## config.mk

```make
export PLATFORM = sky130hd
export DESIGN_NAME = forward_ctrl
export DESIGN_NICKNAME = d
export VERILOG_FILES = /design/src/rtl/forward_ctrl.sv
export SDC_FILE = /design/constraint.sdc
export NUM_CORES = 1
export LEC_CHECK = 0
export ABC_AREA = 1
export BUFFER_PORTS_ARGS = -buffer_cell sky130_fd_sc_hd__buf_2
export CAP_MARGIN = 20
export CORE_MARGIN = 2
export CORE_UTILIZATION = 35
export CTS_CLUSTER_DIAMETER = 40
export DETAILED_ROUTE_END_ITERATION = 10
export GPL_ROUTABILITY_DRIVEN = 0
export PLACE_DENSITY = 0.67
export SYNTH_ARGS = -nofsm -noshare
export SYNTH_HDL_FRONTEND = slang
export SYNTH_SLANG_ARGS = --single-unit
export TNS_END_PERCENT = 100
```

## constraint.sdc

```tcl
create_clock -name clk -period 3.7 [get_ports clk]
set_input_delay 0.74 -clock clk [delete_from_list [all_inputs] [get_ports clk]]
set_output_delay 0.74 -clock clk [all_outputs]
set_load 0.01 [all_outputs]
```

## src/rtl/forward_ctrl.sv

```systemverilog
// forward_ctrl
//
// Forwarding and load-use hazard controller for a 5-stage pipeline.
//
// The block keeps shadow copies of the destination and control fields of the
// ID/EX, EX/MEM and MEM/WB pipeline registers. These copies advance on every
// rising edge, in lock-step with the datapath. From them it derives the EX
// operand-select codes and the one-cycle load-use stall.
//
// Ports
//   clk, rst_n                 pipeline clock (rising edge), async active-low reset
//   id_valid                   a real instruction occupies ID
//   id_rs, id_rt               ID source register indices
//   id_rs_used, id_rt_used     the corresponding source is actually read
//   id_rd                      ID destination register index
//   id_reg_write, id_mem_read  ID instruction writes the RF / is a load
//   ex_flush                   taken branch/jump in EX: squash the ID instruction
//   Forward1A, Forward1B       EX operand select
//                              (2'b10 EX/MEM, 2'b01 MEM/WB, 2'b00 RF)
//   stall                      hold PC and IF/ID; ID/EX receives a bubble
//   stall_cnt                  saturating count of stall cycles since reset
module forward_ctrl #(
  parameter int REG_W = 5,
  parameter int CNT_W = 16
) (
  input  logic             clk,
  input  logic             rst_n,
  input  logic             id_valid,
  input  logic [REG_W-1:0] id_rs,
  input  logic [REG_W-1:0] id_rt,
  input  logic             id_rs_used,
  input  logic             id_rt_used,
  input  logic [REG_W-1:0] id_rd,
  input  logic             id_reg_write,
  input  logic             id_mem_read,
  input  logic             ex_flush,
  output logic [1:0]       Forward1A,
  output logic [1:0]       Forward1B,
  output logic             stall,
  output logic [CNT_W-1:0] stall_cnt
);

  // ID/EX shadow
  logic [REG_W-1:0] idex_rs_q, idex_rs_d;
  logic [REG_W-1:0] idex_rt_q, idex_rt_d;
  logic [REG_W-1:0] idex_rd_q, idex_rd_d;
  logic             idex_rw_q, idex_rw_d;
  logic             idex_mr_q, idex_mr_d;
  // EX/MEM shadow
  logic [REG_W-1:0] exmem_rd_q;
  logic             exmem_rw_q;
  logic             exmem_mr_q;
  // MEM/WB shadow
  logic [REG_W-1:0] memwb_rd_q;
  logic             memwb_rw_q;
  // Stall counter
  logic [CNT_W-1:0] stall_cnt_q, stall_cnt_d;

  logic load_use;
  logic stall_c;
  logic bubble;

  // Hazard detection and next-state for ID/EX and the counter.
  always_comb begin
    load_use = idex_mr_q && (idex_rd_q != '0) &&
               ((id_rs_used && (id_rs == idex_rd_q)) ||
                (id_rt_used && (id_rt == idex_rd_q)));
    // A flush squashes the consumer, so there is nothing left to stall for.
    stall_c  = id_valid && !ex_flush && load_use;
    bubble   = stall_c || ex_flush || !id_valid;

    idex_rs_d = '0;
    idex_rt_d = '0;
    idex_rd_d = '0;
    idex_rw_d = 1'b0;
    idex_mr_d = 1'b0;
    if (!bubble) begin
      // Unused sources are stored as r0 so they can never match a producer.
      idex_rs_d = id_rs_used ? id_rs : '0;
      idex_rt_d = id_rt_used ? id_rt : '0;
      idex_rd_d = id_rd;
      idex_rw_d = id_reg_write;
      idex_mr_d = id_mem_read;
    end

    stall_cnt_d = stall_cnt_q;
    if (stall_c && (stall_cnt_q != '1)) begin
      stall_cnt_d = stall_cnt_q + CNT_W'(1);
    end
  end

  always_ff @(posedge clk or negedge rst_n) begin
    if (!rst_n) begin
      idex_rs_q   <= '0;
      idex_rt_q   <= '0;
      idex_rd_q   <= '0;
      idex_rw_q   <= 1'b0;
      idex_mr_q   <= 1'b0;
      exmem_rd_q  <= '0;
      exmem_rw_q  <= 1'b0;
      exmem_mr_q  <= 1'b0;
      memwb_rd_q  <= '0;
      memwb_rw_q  <= 1'b0;
      stall_cnt_q <= '0;
    end else begin
      memwb_rd_q  <= exmem_rd_q;
      memwb_rw_q  <= exmem_rw_q;
      exmem_rd_q  <= idex_rd_q;
      exmem_rw_q  <= idex_rw_q;
      exmem_mr_q  <= idex_mr_q;
      idex_rs_q   <= idex_rs_d;
      idex_rt_q   <= idex_rt_d;
      idex_rd_q   <= idex_rd_d;
      idex_rw_q   <= idex_rw_d;
      idex_mr_q   <= idex_mr_d;
      stall_cnt_q <= stall_cnt_d;
    end
  end

  // Operand selects: the younger producer (EX/MEM) takes priority over MEM/WB.
  // r0 is never forwarded.
  logic exmem_hit_a, exmem_hit_b, memwb_hit_a, memwb_hit_b;

  assign exmem_hit_a = exmem_rw_q && (exmem_rd_q != '0) && (exmem_rd_q == idex_rs_q);
  assign exmem_hit_b = exmem_rw_q && (exmem_rd_q != '0) && (exmem_rd_q == idex_rt_q);
  assign memwb_hit_a = memwb_rw_q && (memwb_rd_q != '0) && (memwb_rd_q == idex_rs_q);
  assign memwb_hit_b = memwb_rw_q && (memwb_rd_q != '0) && (memwb_rd_q == idex_rt_q);

  assign Forward1A = exmem_hit_a ? 2'b10 : (memwb_hit_a ? 2'b01 : 2'b00);
  assign Forward1B = exmem_hit_b ? 2'b10 : (memwb_hit_b ? 2'b01 : 2'b00);
  assign stall     = stall_c;
  assign stall_cnt = stall_cnt_q;

  // The load-use stall guarantees that a load in EX/MEM never has its consumer
  // in ID/EX. If it did, the 2'b10 select would pick up an unresolved load.
  a_no_load_in_exmem_to_consumer : assert property (
    @(posedge clk) disable iff (!rst_n)
      !(exmem_mr_q && (exmem_rd_q != '0) &&
        ((exmem_rd_q == idex_rs_q) || (exmem_rd_q == idex_rt_q)))
  );

endmodule

```

* Yosys cells after proc, flatten, opt, wreduce, memory -nomap -nowiden *
Index checks and enable logic that the tools add are counted.

word-level totals
  flip-flop bits (word level) = 45
  bits of input ports = 23
  word-level logic and storage cells = 50

operators by class
  $add $sub $neg = 1
  equality and inequality tests = 7
  multiplexer cells = 11
  reduce and logical (&&, ||, !) cells = 21

operator list
  cell                                           count
  == test 5 bit                                  6
  two-way mux 5 bit                              5
  adder 16 x 1 -> 16 bit, second input constant  1
  != test 16 bit, second input constant          1
  nonzero test 5 bit                             3
  logical AND 1 bit                              13
  two-way mux 1 bit                              4
  two-way mux 2 bit                              2
  logical OR 1 bit                               3
  zero test 1 bit                                2

* Longest topological paths before layout *
Gate-level depths: netlist of the first run.

  depth after elaboration = 8
  gate-level depth with buffers = 11
  gate-level depth less buffers = 10

* Least setup slack after synthesis of the first run *
Ideal clock, no wire load.

  path kind = in2out
  start point = input port id_rt[3]
  end point = output port stall
  arrival time = 1.306 ns
  data required time = 2.960 ns
  slack = 1.654 ns
  stages = 8
  path buffers = 0
  path through = inv_1 nand2_1 nand2_1 nor2_1 nand3_1 nand2_2 nand3_2 inv_1

between the ends
  word-level cells in the longest chain between the ends = 5

ends and longest elaborated chain
  item               line  text
  from (decl)        30    input logic [REG_W-1:0] id_rt,
  == test 5 bit      67    (id_rt_used && (id_rt == idex_rd_q)));
  logical AND 1 bit  67
  logical OR 1 bit   66    ((id_rs_used && (id_rs == idex_rd_q)) ||
  logical AND 1 bit  65    load_use = idex_mr_q && (idex_rd_q != '0) &&
  logical AND 1 bit  69    stall_c = id_valid && !ex_flush && load_use;
  to (decl)          39    output logic stall,

No other way between the ends.

* Worst setup path in the final report of the first run *
Ends and elaborated chain as after synthesis.

==> metrics.md, run 1 <==
| Metric | Value |
|---|---|
| Port Buffers | `43` |
| WS Path Type | `in2out` |
| CP Depth | `10` |
| Final ANT Viol Nets | `0` |
| H-Tree Depth | `2` |
| Peak supply drop | `186 µV` |
| CORE AREA | `6420 µm²` |
| Routed vias/inst | `4.54` |
| Post-Syn Area | `2350 µm²` |
| Final clock skew | `4.28 ps` |
| Number of flops mapped to enable cells by yosys | `0` |
| Proportion of layout cells with a drive suffix above 1 | `19.0%` |
| Synth Area in Compound Gates | `0.640%` |
| Highest routed layer | `met4` |
| Die area | `7380 µm²` |
| Clk pin slew, worst setup/hold paths | `80 ps` |
| Maximum achievable frequency | `430 MHz` |
| MaxCap Viol Count | `0` |
| Remaining DRCs | `2` |
| Simple logic cell fraction of the synthesized area | `31.0%` |
| Synth Warn # | `0` |
| DRT iter0 DRCs | `82` |
| Syn Area/Cell | `7.96 µm²` |
| Largest net degree at the start of global routing | `46` |
| Die span in y | `85.9 µm` |
| Layout Cells excl Fill | `419` |
| Clock sinks | `45` |
| Combinational family with the most area after synthesis | `simple AND/OR/NAND/NOR gates` |
| Tot Pwr | `962 µW` |
| Final HPWL DP | `3540 µm` |
| Post-synth ARST share | `100%` |
| Startpoint types | `input port` |
| Worst path slowest cell | `buf_2` |
| WP buf/inv | `4` |
| Gr usage total | `13.6%` |
| Worst setup EP type | `output port` |
| Hold Crit Class | `in2async` |
| Cell depth of the worst flop-to-flop path | `7` |
| CTS max path bufs | `2` |
| Crit-path max FO | `3` |
| Drt pass-1 iters | `7` |
| Pwr Density | `349 nW/µm²` |
| Worst Path Arrival | `1590 ps` |
| Final hold slack | `272 ps` |
| GR Overflow Total | `0` |
| Post-CTS Setup Bufs | `0` |
| Cts bufs inserted | `5` |
| Flop-to-flop setup slack | `1860 ps` |
| Hold buffers post-CTS | `0` |
| CP peak stage delay | `120 ps` |
| Nets | `365` |
| Post-DR wirelength/cell | `11.3 µm` |
| Post-synthesis sequential area ratio | `48.0%` |
| Antenna violations before repair | `0` |
| Syn Inst Count | `295` |
| Clk_lat worst skew | `290 ps` |
| N_diodes | `0` |
| Slew margin rel. | `63.0%` |
| WL met1 | `2240 µm` |
| Die X-Extent | `85.9 µm` |
| Run status | `finished with violations` |
| Minimum clock period | `2330 ps` |
| Static Leak | `1.57 nW` |
| Final period utilization | `62.9%` |
| Worst Max-Slew Pin Slew | `554 ps` |
| Mux contribution to synthesized area | `0%` |
| Largest area contributor in the netlist | `dfrtp_1` |
| Worst-path cell chain | `buf_2 > inv_1 > nand2_1 > nand2_1 > nor2_1 > nand3_1 > nand2_2 > nand3_2 > inv_1 > buf_2` |
| DR WL met3 | `242 µm` |
| First-pass GRT wire length | `7980 µm` |
| Area growth syn-to-layout | `17.4%` |
| Std-Cell Rows | `29` |
| Setup Viol. Count Final | `0` |
| Synth top area share | `48.0%` |
| Slew Viols, Final | `0` |
| Top_reg_cell synth | `dfrtp_1` |
| Dpl ws | `1380 ps` |
| RSZ-0062 raised after global routing | `false` |
| Layout fillers | `641` |
| CP delay by family, top | `simple AND/OR/NAND/NOR gates` |
| #FFs+latches synth | `45` |
| Initial Utilization | `36.5%` |
| Mapped Nets | `319` |
| Final cell area excluding filler cells | `2760 µm²` |
| RR Startpoint | `stall_cnt[0]$_DFFE_PN0P_` |
| Final WL | `4730 µm` |
| Wire length on met2 | `2190 µm` |
| Final worst setup slack | `1370 ps` |
| DP Area | `2620 µm²` |
| FF-to-FF End | `stall_cnt[5]$_DFFE_PN0P_` |
| Worst EP required | `2960 ps` |
| Post-synthesis adder-cell area fraction | `0.533%` |
| Cts repair resizes | `0` |
| CTS tree | `built` |
| Final hold vios | `0` |
| Core Util, Final | `42.9%` |
| Setup TNS | `0 ps` |
| IO Count | `44` |
| Root buffer cell | `clkbuf_8` |
| Vias | `1,901` |
| Distinct cells, synth | `22` |
| Largest cells by area after synthesis | `dfrtp_1, nand2_1, xor2_1, nor2_1, inv_1` |
| Xor/xnor share of the synthesized area | `12.3%` |
| Placed Cells incl. Taps | `410` |
| Vias in the first global route | `1,793` |
| Violated checks | `design-rule violations` |
## worst max-delay path by stage
stage	start	end	slack [ps]
after floorplan	id_rt[3]	stall	1650
after global placement	id_rt[3]	stall	1380
after detailed placement	id_rt[3]	stall	1380
after CTS	id_rt[3]	stall	1370
after global routing	exmem_rd_q[3]$_DFF_PN0_	Forward1B[0]	1140
final	id_rt[3]	stall	1370
## cell type report
class                   instances  area [µm²]  area share [%]
clock buffers                   5        68.8            2.50
clock inverters                 3        46.3            1.68
inverters                      37         139            5.04
multi-input cells             208        1040            37.9
flip-flops and latches         45        1130            40.9
well taps                      77        96.3            3.50
repair buffers                 44         235            8.54
## cell usage in the layout, fill, tap and decap left out, drive strengths merged
master,instances
nand2,105
dfrtp,45
buf,44
nor2,41
inv,37
xor2,21
xnor2,12
nand4,8
nand3,8
nor3,6
clkbuf,5
o21ai,3
nor4,2
nand3b,1
ha,1
bufinv,1
clkinv,1
clkinvlp,1
## worst reg2reg max path: stages (launching register included)
cell     delay, ps
dfrtp_1        440
ha_1           250
nand3_1        150
inv_1           90
nand4_1        160
nand4_2        410
nand2_1        170
nand2_1         70
## logic make-up after synthesis
kind of cell | Yosys count
AO/OA/AOI/OAI | 3
XOR/XNOR | 33
adder cells (fa/ha/maj) | 1
buffers and inverters | 42
flip-flops | 45
AND/OR/NAND/NOR | 171
## power breakdown
group          switching, mW  internal [mW]  leakage, nW  total [mW]
clock                  0.169          0.202       0.0543       0.371
combinational         0.0442         0.0320        0.904      0.0762
sequential            0.0115          0.503        0.616       0.514
## sequential cells by signal (all words and copies together) (netlist names)
name / cells
exmem_rw_q: 1
exmem_rd_q: 5
idex_rs_q: 5
idex_rd_q: 5
memwb_rd_q: 5
memwb_rw_q: 1
idex_mr_q: 1
idex_rw_q: 1
idex_rt_q: 5
stall_cnt: 16
## metal layers
metal	up-vias	GRT usage [%]
met2	54	22.9
met5	-	0
met1	861	17.5
met3	4	2.41
met4	0	4.91
li1	982	-
## synthesized netlist by cell type, types with 3 or more instances
master	instances
nand3_1	6
o21ai_0	3
nor3_1	4
dfrtp_1	45
nand4_1	7
nor2_1	40
xnor2_1	12
xor2_1	21
inv_2	5
inv_1	32
buf_4	3
nand2_1	103
Power figures use the tool's default switching activity.
==> run 2: changes to the inputs <==
- PLACE_DENSITY: 0.67 -> 0.69
- clock period: 3.7 -> 2 ns (I/O delays scaled with it)
==> run 2 against run 1 <==
Effect of this change: the run still ends with design-rule violations left; sequential share of layout area is 0.87 points lower; final area is 2.2% higher; first-iteration DRC count is 18% higher; flip-flop and latch count stayed put; clock power is 91% higher; critical path depth is 3 lower; worst hold slack worse by 270 ps; register-to-register slack worse by 1600 ps; utilization is 0.94 points higher; final cell count is 1.7% higher.
==> metrics.md, run 2 (synthesis gave the netlist of run 1 again) <==
| Metric | Value |
|---|---|
| Run status | `finished with violations` |
| Violated checks | `design-rule violations` |
| CTS max path bufs | `2 (unchanged)` |
| Final clock skew | `6.12 ps (+1.84 ps)` |
| GR Overflow Total | `0 (unchanged)` |
| Most common cell after layout, fill and taps aside | `nand2_1` |
| Initial Utilization | `36.5% (unchanged)` |
| GR peak layer | `met2` |
| Layout Cells excl Fill | `426 (+1.7%)` |
| Worst-path cell chain | `inv_2 > nand4_1 > o21ai_0 > inv_1 > nand3_2 > inv_1 > buf_2` |
| Worst setup EP type | `output port` |
| Worst EP required | `1600 ps (-1360 ps)` |
| Antenna violations before repair | `0 (unchanged)` |
| CTS tree | `built` |
| Storage cell area | `1130 µm² (unchanged)` |
| Hold Crit Class | `in2async` |
| Gr usage total | `13.6% (+0.021 points)` |
| Met3 global-route usage | `2.41% (unchanged)` |
| Most frequent cells in the layout | `nand2_1, dfrtp_1, buf_2` |
| Cts bufs inserted | `5 (unchanged)` |
| Most common cell on crit path | `inv_1` |
| IO Count | `44 (unchanged)` |
| WS Path Type | `reg2out` |
| M2 GR Usage | `22.3% (-0.63 points)` |
| H-Tree Depth | `2 (unchanged)` |
| Final WL | `4840 µm (+2.3%)` |
| Peak supply drop | `407 µV (+120%)` |
| Slew margin rel. | `71.3% (+8.4 points)` |
| Setup TNS | `0 ps (unchanged)` |
| Area growth syn-to-layout | `19.9%` |
| Die area | `7380 µm² (unchanged)` |
| Final hold vios | `0 (unchanged)` |
| Root buffer cell | `clkbuf_8` |
| Flop-to-flop setup slack | `240 ps (-1620 ps)` |
| Final HPWL DP | `3640 µm (+2.8%)` |
| Post-DR wirelength/cell | `11.4 µm (+0.62%)` |
| DP Area | `2640 µm² (+0.86%)` |
| Final ANT Viol Nets | `0 (unchanged)` |
| Maximum achievable frequency | `528 MHz` |
| Static Leak | `1.61 nW (+2.4%)` |
| Final period utilization | `94.7%` |
| Proportion of layout cells with a drive suffix above 1 | `21.8% (+2.8 points)` |
| GR Util met1 | `18.4% (+0.91 points)` |
| MaxCap Viol Count | `0 (unchanged)` |
| CORE AREA | `6420 µm² (unchanged)` |
| Pwr Density | `644 nW/µm² (+84%)` |
| Worst path slowest cell | `dfrtp_1` |
| Die X-Extent | `85.9 µm (unchanged)` |
| Std-Cell Rows | `29 (unchanged)` |
| Routed vias/inst | `4.39 (-3.1%)` |
| Clock sinks | `45 (unchanged)` |
| Clk pin slew, worst setup/hold paths | `90 ps (about the same)` |
| Hold buffers post-CTS | `0 (unchanged)` |
| First-pass GRT wire length | `8120 µm (+1.8%)` |
| N_diodes | `0 (unchanged)` |
| Drt pass-1 iters | `10 (+3)` |
| Vias | `1,872 (-1.5%)` |
| Worst Path Arrival | `1490 ps (-100 ps)` |
| Multi-input logic area | `1060 µm² (+1.8%)` |
| Crit-path max FO | `4 (+1)` |
| Minimum clock period | `1890 ps` |
| Final hold slack | `6.14 ps (-266 ps)` |
| Setup Viol. Count Final | `0 (unchanged)` |
| Slew Viols, Final | `0 (unchanged)` |
| Vias in the first global route | `1,811 (+1.0%)` |
| Largest net degree at the start of global routing | `18 (-61%)` |
| Die span in y | `85.9 µm (unchanged)` |
| CP peak stage delay | `430 ps (+310 ps)` |
| Startpoint types | `flip-flop` |
| Max reg flops | `16 (unchanged)` |
| Nets | `372 (+1.9%)` |
| Placed Cells incl. Taps | `413 (+0.73%)` |
| Port Buffers | `43 (unchanged)` |
| Clk_lat worst skew | `290 ps (about the same)` |
| DRT iter0 DRCs | `97 (+18%)` |
| Worst Max-Slew Pin Slew | `429 ps (-125 ps)` |
| Remaining DRCs | `2 (unchanged)` |
| Final cell area excluding filler cells | `2820 µm² (+2.2%)` |
| Layout fillers | `625 (-2.5%)` |
==> run 2: cell count changes in the layout (fill, tap and decap cells not counted) <==
cell        change
o21ai_0         -1
nor2_1          -1
inv_6           +2
nor4_1          -2
o21ai_2         +1
nor4_2          +2
nor2_2          +1
buf_12          -1
buf_4           +8
clkinv_4        -1
clkinvlp_4      -1
==> run 2: metal layers <==
metal	routed length, µm	up-vias	share of wire (%)
met1	2290	846	47
met2	2310	29	48
met3	164	6	3.4
met4	82	0	1.7
met5	0	-	0
li1	-	991	-
==> run 2: final timing paths <==
kind                                          start                         to  cells after the start
max                          idex_rd_q[3]$_DFF_PN0_                      stall                      7
min                                           rst_n  stall_cnt[13]$_DFFE_PN0P_                      1
max reg2reg                stall_cnt[0]$_DFFE_PN0P_   stall_cnt[3]$_DFFE_PN0P_                      7
min reg2reg                     idex_rw_q$_DFF_PN0_       exmem_rw_q$_DFF_PN0_                      0
max in group asynchronous                     rst_n     idex_rs_q[0]$_DFF_PN0_                      2
min in group clk                           id_rd[2]     idex_rd_q[2]$_DFF_PN0_                      3
==> run 2: area by class of cell <==
class	count	share of cell area, %
Tap cell	77	3.42
Multi-Input combinational cell	208	37.7
Sequential cell	45	40.0
Inverter	37	4.93
Timing Repair Buffer	51	9.78
Clock buffer	5	2.44
Clock inverter	3	1.69
==> run 2: report_power, final <==
group	switching (mW)	internal (mW)
logic	0.0882	0.0644
registers	0.0213	0.930
clock network	0.327	0.381
total	0.437	1.38
==> run 2: worst max-delay path: cells and delay by family (launching register included) <==
kind / cells / cell delay [ps]
buf+inv: 4 / 360
flops: 1 / 430
compound gates: 1 / 170
simple gates: 2 / 240
==> run 2: timing repair <==
action / CTS / global route
setup endpoints to repair: 0 / 5
buffers inserted: 0 / 5
resized for setup: 0 / 5
==> run 2: stage by stage <==
stage          util (%)  worst slack (ps)  total power, mW
3_3_place_gp       41.1               279             1.11
4_1_cts            43.0              61.6             1.82
3_5_place_dp       41.1               233             1.11
6_report           43.8               106             1.81
5_1_grt            43.8             -16.1             1.89
2_1_floorplan         -               443             1.04
==> run 3: changes to the inputs <==
- HOLD_SLACK_MARGIN: not set -> 0.05
- REMOVE_ABC_BUFFERS: not set -> 1
==> run 3 against run 2 <==
Effect of this change: the run now ends clean; largest power group unchanged; worst hold slack gained 170 ps; flip-flop and latch count is the same; critical endpoint is now Forward1B[0]; fmax shrank 0.54%.
==> metrics.md, run 3 (synthesis gave the netlist of run 1 again) <==
| Metric | Value |
|---|---|
| Routed vias/inst | `4.45 (+1.3%)` |
| MaxCap Viol Count | `0 (unchanged)` |
| CORE AREA | `6420 µm² (unchanged)` |
| Crit-path max FO | `4 (unchanged)` |
| Slew margin rel. | `62.4% (-8.9 points)` |
| Clk pin slew, worst setup/hold paths | `90 ps (about the same)` |
| WS Path Type | `reg2out` |
| DRT iter0 DRCs | `139 (+43%)` |
| Minimum clock period | `1900 ps (+10.3 ps)` |
| Hold buffers post-CTS | `0 (unchanged)` |
| Nets | `369 (-0.81%)` |
| DP Area | `2640 µm² (-0.28%)` |
| Final WL | `4810 µm (-0.54%)` |
| Static Leak | `1.60 nW (-0.68%)` |
| Flop-to-flop setup slack | `260 ps (+20 ps)` |
| RSZ-0062 raised after global routing | `true` |
| Final hold slack | `172 ps (+166 ps)` |
| Cts bufs inserted | `5 (unchanged)` |
| Run status | `finished, final reports clean` |
| Proportion of layout cells with a drive suffix above 1 | `21.4% (-0.39 points)` |
| Vias in the first global route | `1,776 (-1.9%)` |
| Layout Cells excl Fill | `423 (-0.70%)` |
| Clk_lat worst skew | `290 ps (about the same)` |
| Port Buffers | `43 (unchanged)` |
| H-Tree Depth | `2 (unchanged)` |
| Final ANT Viol Nets | `0 (unchanged)` |
| N_diodes | `0 (unchanged)` |
| Die span in y | `85.9 µm (unchanged)` |
| First-pass GRT wire length | `8180 µm (+0.76%)` |
| IO Count | `44 (unchanged)` |
| Layout fillers | `617 (-1.3%)` |
| Remaining DRCs | `0 (-2)` |
| CTS max path bufs | `2 (unchanged)` |
| Vias | `1,883 (+0.59%)` |
| Peak supply drop | `391 µV (-3.9%)` |
| Worst setup EP type | `output port` |
| GR Overflow Total | `0 (unchanged)` |
| Maximum achievable frequency | `525 MHz (-0.54%)` |
| Tot Pwr | `1.92 mW (+6.0%)` |
| Post-DR wirelength/cell | `11.4 µm (+0.17%)` |
| Worst Max-Slew Pin Slew | `564 ps (+135 ps)` |
| Startpoint types | `flip-flop` |
| Setup TNS | `0 ps (unchanged)` |
| CTS tree | `built` |
| Largest net degree at the start of global routing | `46 (+28)` |
| Final period utilization | `95.2% (+0.52 points)` |
| Final cell area excluding filler cells | `2830 µm² (+0.53%)` |
| Worst Path Arrival | `1500 ps (about the same)` |
| Placed Cells incl. Taps | `412 (-0.24%)` |
| Antenna violations before repair | `0 (unchanged)` |
| Initial Utilization | `36.5% (unchanged)` |
| Setup Viol. Count Final | `0 (unchanged)` |
| Die area | `7380 µm² (unchanged)` |
| Die X-Extent | `85.9 µm (unchanged)` |
| Drt pass-1 iters | `6 (-4)` |
| Final clock skew | `5.75 ps (-0.371 ps)` |
| Hold Crit Class | `in2async` |
| Pwr Density | `679 nW/µm² (+5.4%)` |
| Worst EP required | `1600 ps (about the same)` |
| Most frequent cells in the layout | `nand2_1, dfrtp_1, buf_2` |
| Final hold vios | `0 (unchanged)` |
| Area growth syn-to-layout | `20.6%` |
| Final HPWL DP | `3500 µm (-3.8%)` |
| Gr usage total | `13.6% (+0.020 points)` |
| Std-Cell Rows | `29 (unchanged)` |
| Clock sinks | `45 (unchanged)` |
| Max reg flops | `16 (unchanged)` |
| Root buffer cell | `clkbuf_8` |
| Most common cell after layout, fill and taps aside | `nand2_1` |
| Slew Viols, Final | `0 (unchanged)` |
run 3: cell types whose count changed in the layout (fill, tap and decap cells not counted):
cell,delta
nand4_2,-1
o21ai_1,+1
inv_1,-1
nand3_4,+1
inv_6,-1
o21ai_0,-1
inv_2,+1
nand4_4,+1
bufinv_16,+1
nand3_2,-1
buf_4,-3
run 3: worst paths after layout:
kind                                     startpoint                         to  cells after the start
max                         exmem_rd_q[4]$_DFF_PN0_               Forward1B[0]                      5
min                                           rst_n   stall_cnt[5]$_DFFE_PN0P_                      2
max reg2reg                stall_cnt[0]$_DFFE_PN0P_  stall_cnt[14]$_DFFE_PN0P_                      8
min reg2reg                     idex_rw_q$_DFF_PN0_       exmem_rw_q$_DFF_PN0_                      0
max in group asynchronous                     rst_n     idex_rd_q[1]$_DFF_PN0_                      2
min in group clk                        id_mem_read        idex_mr_q$_DFF_PN0_                      3
run 3: final cells by class:
type	count	area [µm²]	area share, %
multi-input cells	208	1080	38.1
flip-flops and latches	45	1130	39.8
repair buffers	48	253	8.93
clock buffers	5	68.8	2.43
clock inverters	3	68.8	2.43
well taps	77	96.3	3.40
inverters	37	139	4.91
run 3: per-layer routing:
layer	share of wire, %	vias to the layer above	routed length [µm]	GRT usage (%)
met5	0	-	0	0
met4	1.5	0	71	4.76
met3	3.9	7	189	2.41
met2	48	39	2290	21.8
met1	47	845	2260	18.6
li1	-	992	-	-
run 3: critical path, cell delays in order, from the launching register on:
cell and delay, ps:
dfrtp_1 450, xnor2_1 190, nand3_1 110, nor4_2 250, nor2_1 80, buf_2 150
run 3: through the flow:
| step | setup WS, ps | utilization, % |
|---|---|---|
| final | 95.6 | 44.1 |
| after global routing | -70.1 | 44.1 |
| after CTS | 2.49 | 43.2 |
| after detailed placement | 196 | 41.0 |
| after global placement | 327 | 41.0 |
| after floorplan | 362 | - |
run 3: where the power goes:
part           total [mW]  leakage, nW  internal (mW)  switching [mW]
logic               0.149        0.916         0.0607          0.0879
registers           0.951        0.616          0.930          0.0213
clock network       0.821       0.0687          0.503           0.318
run 3: what timing repair did:
action	CTS	global route
endpoints found under the setup margin	0	6
gates resized for setup	0	9
buffers inserted	0	3
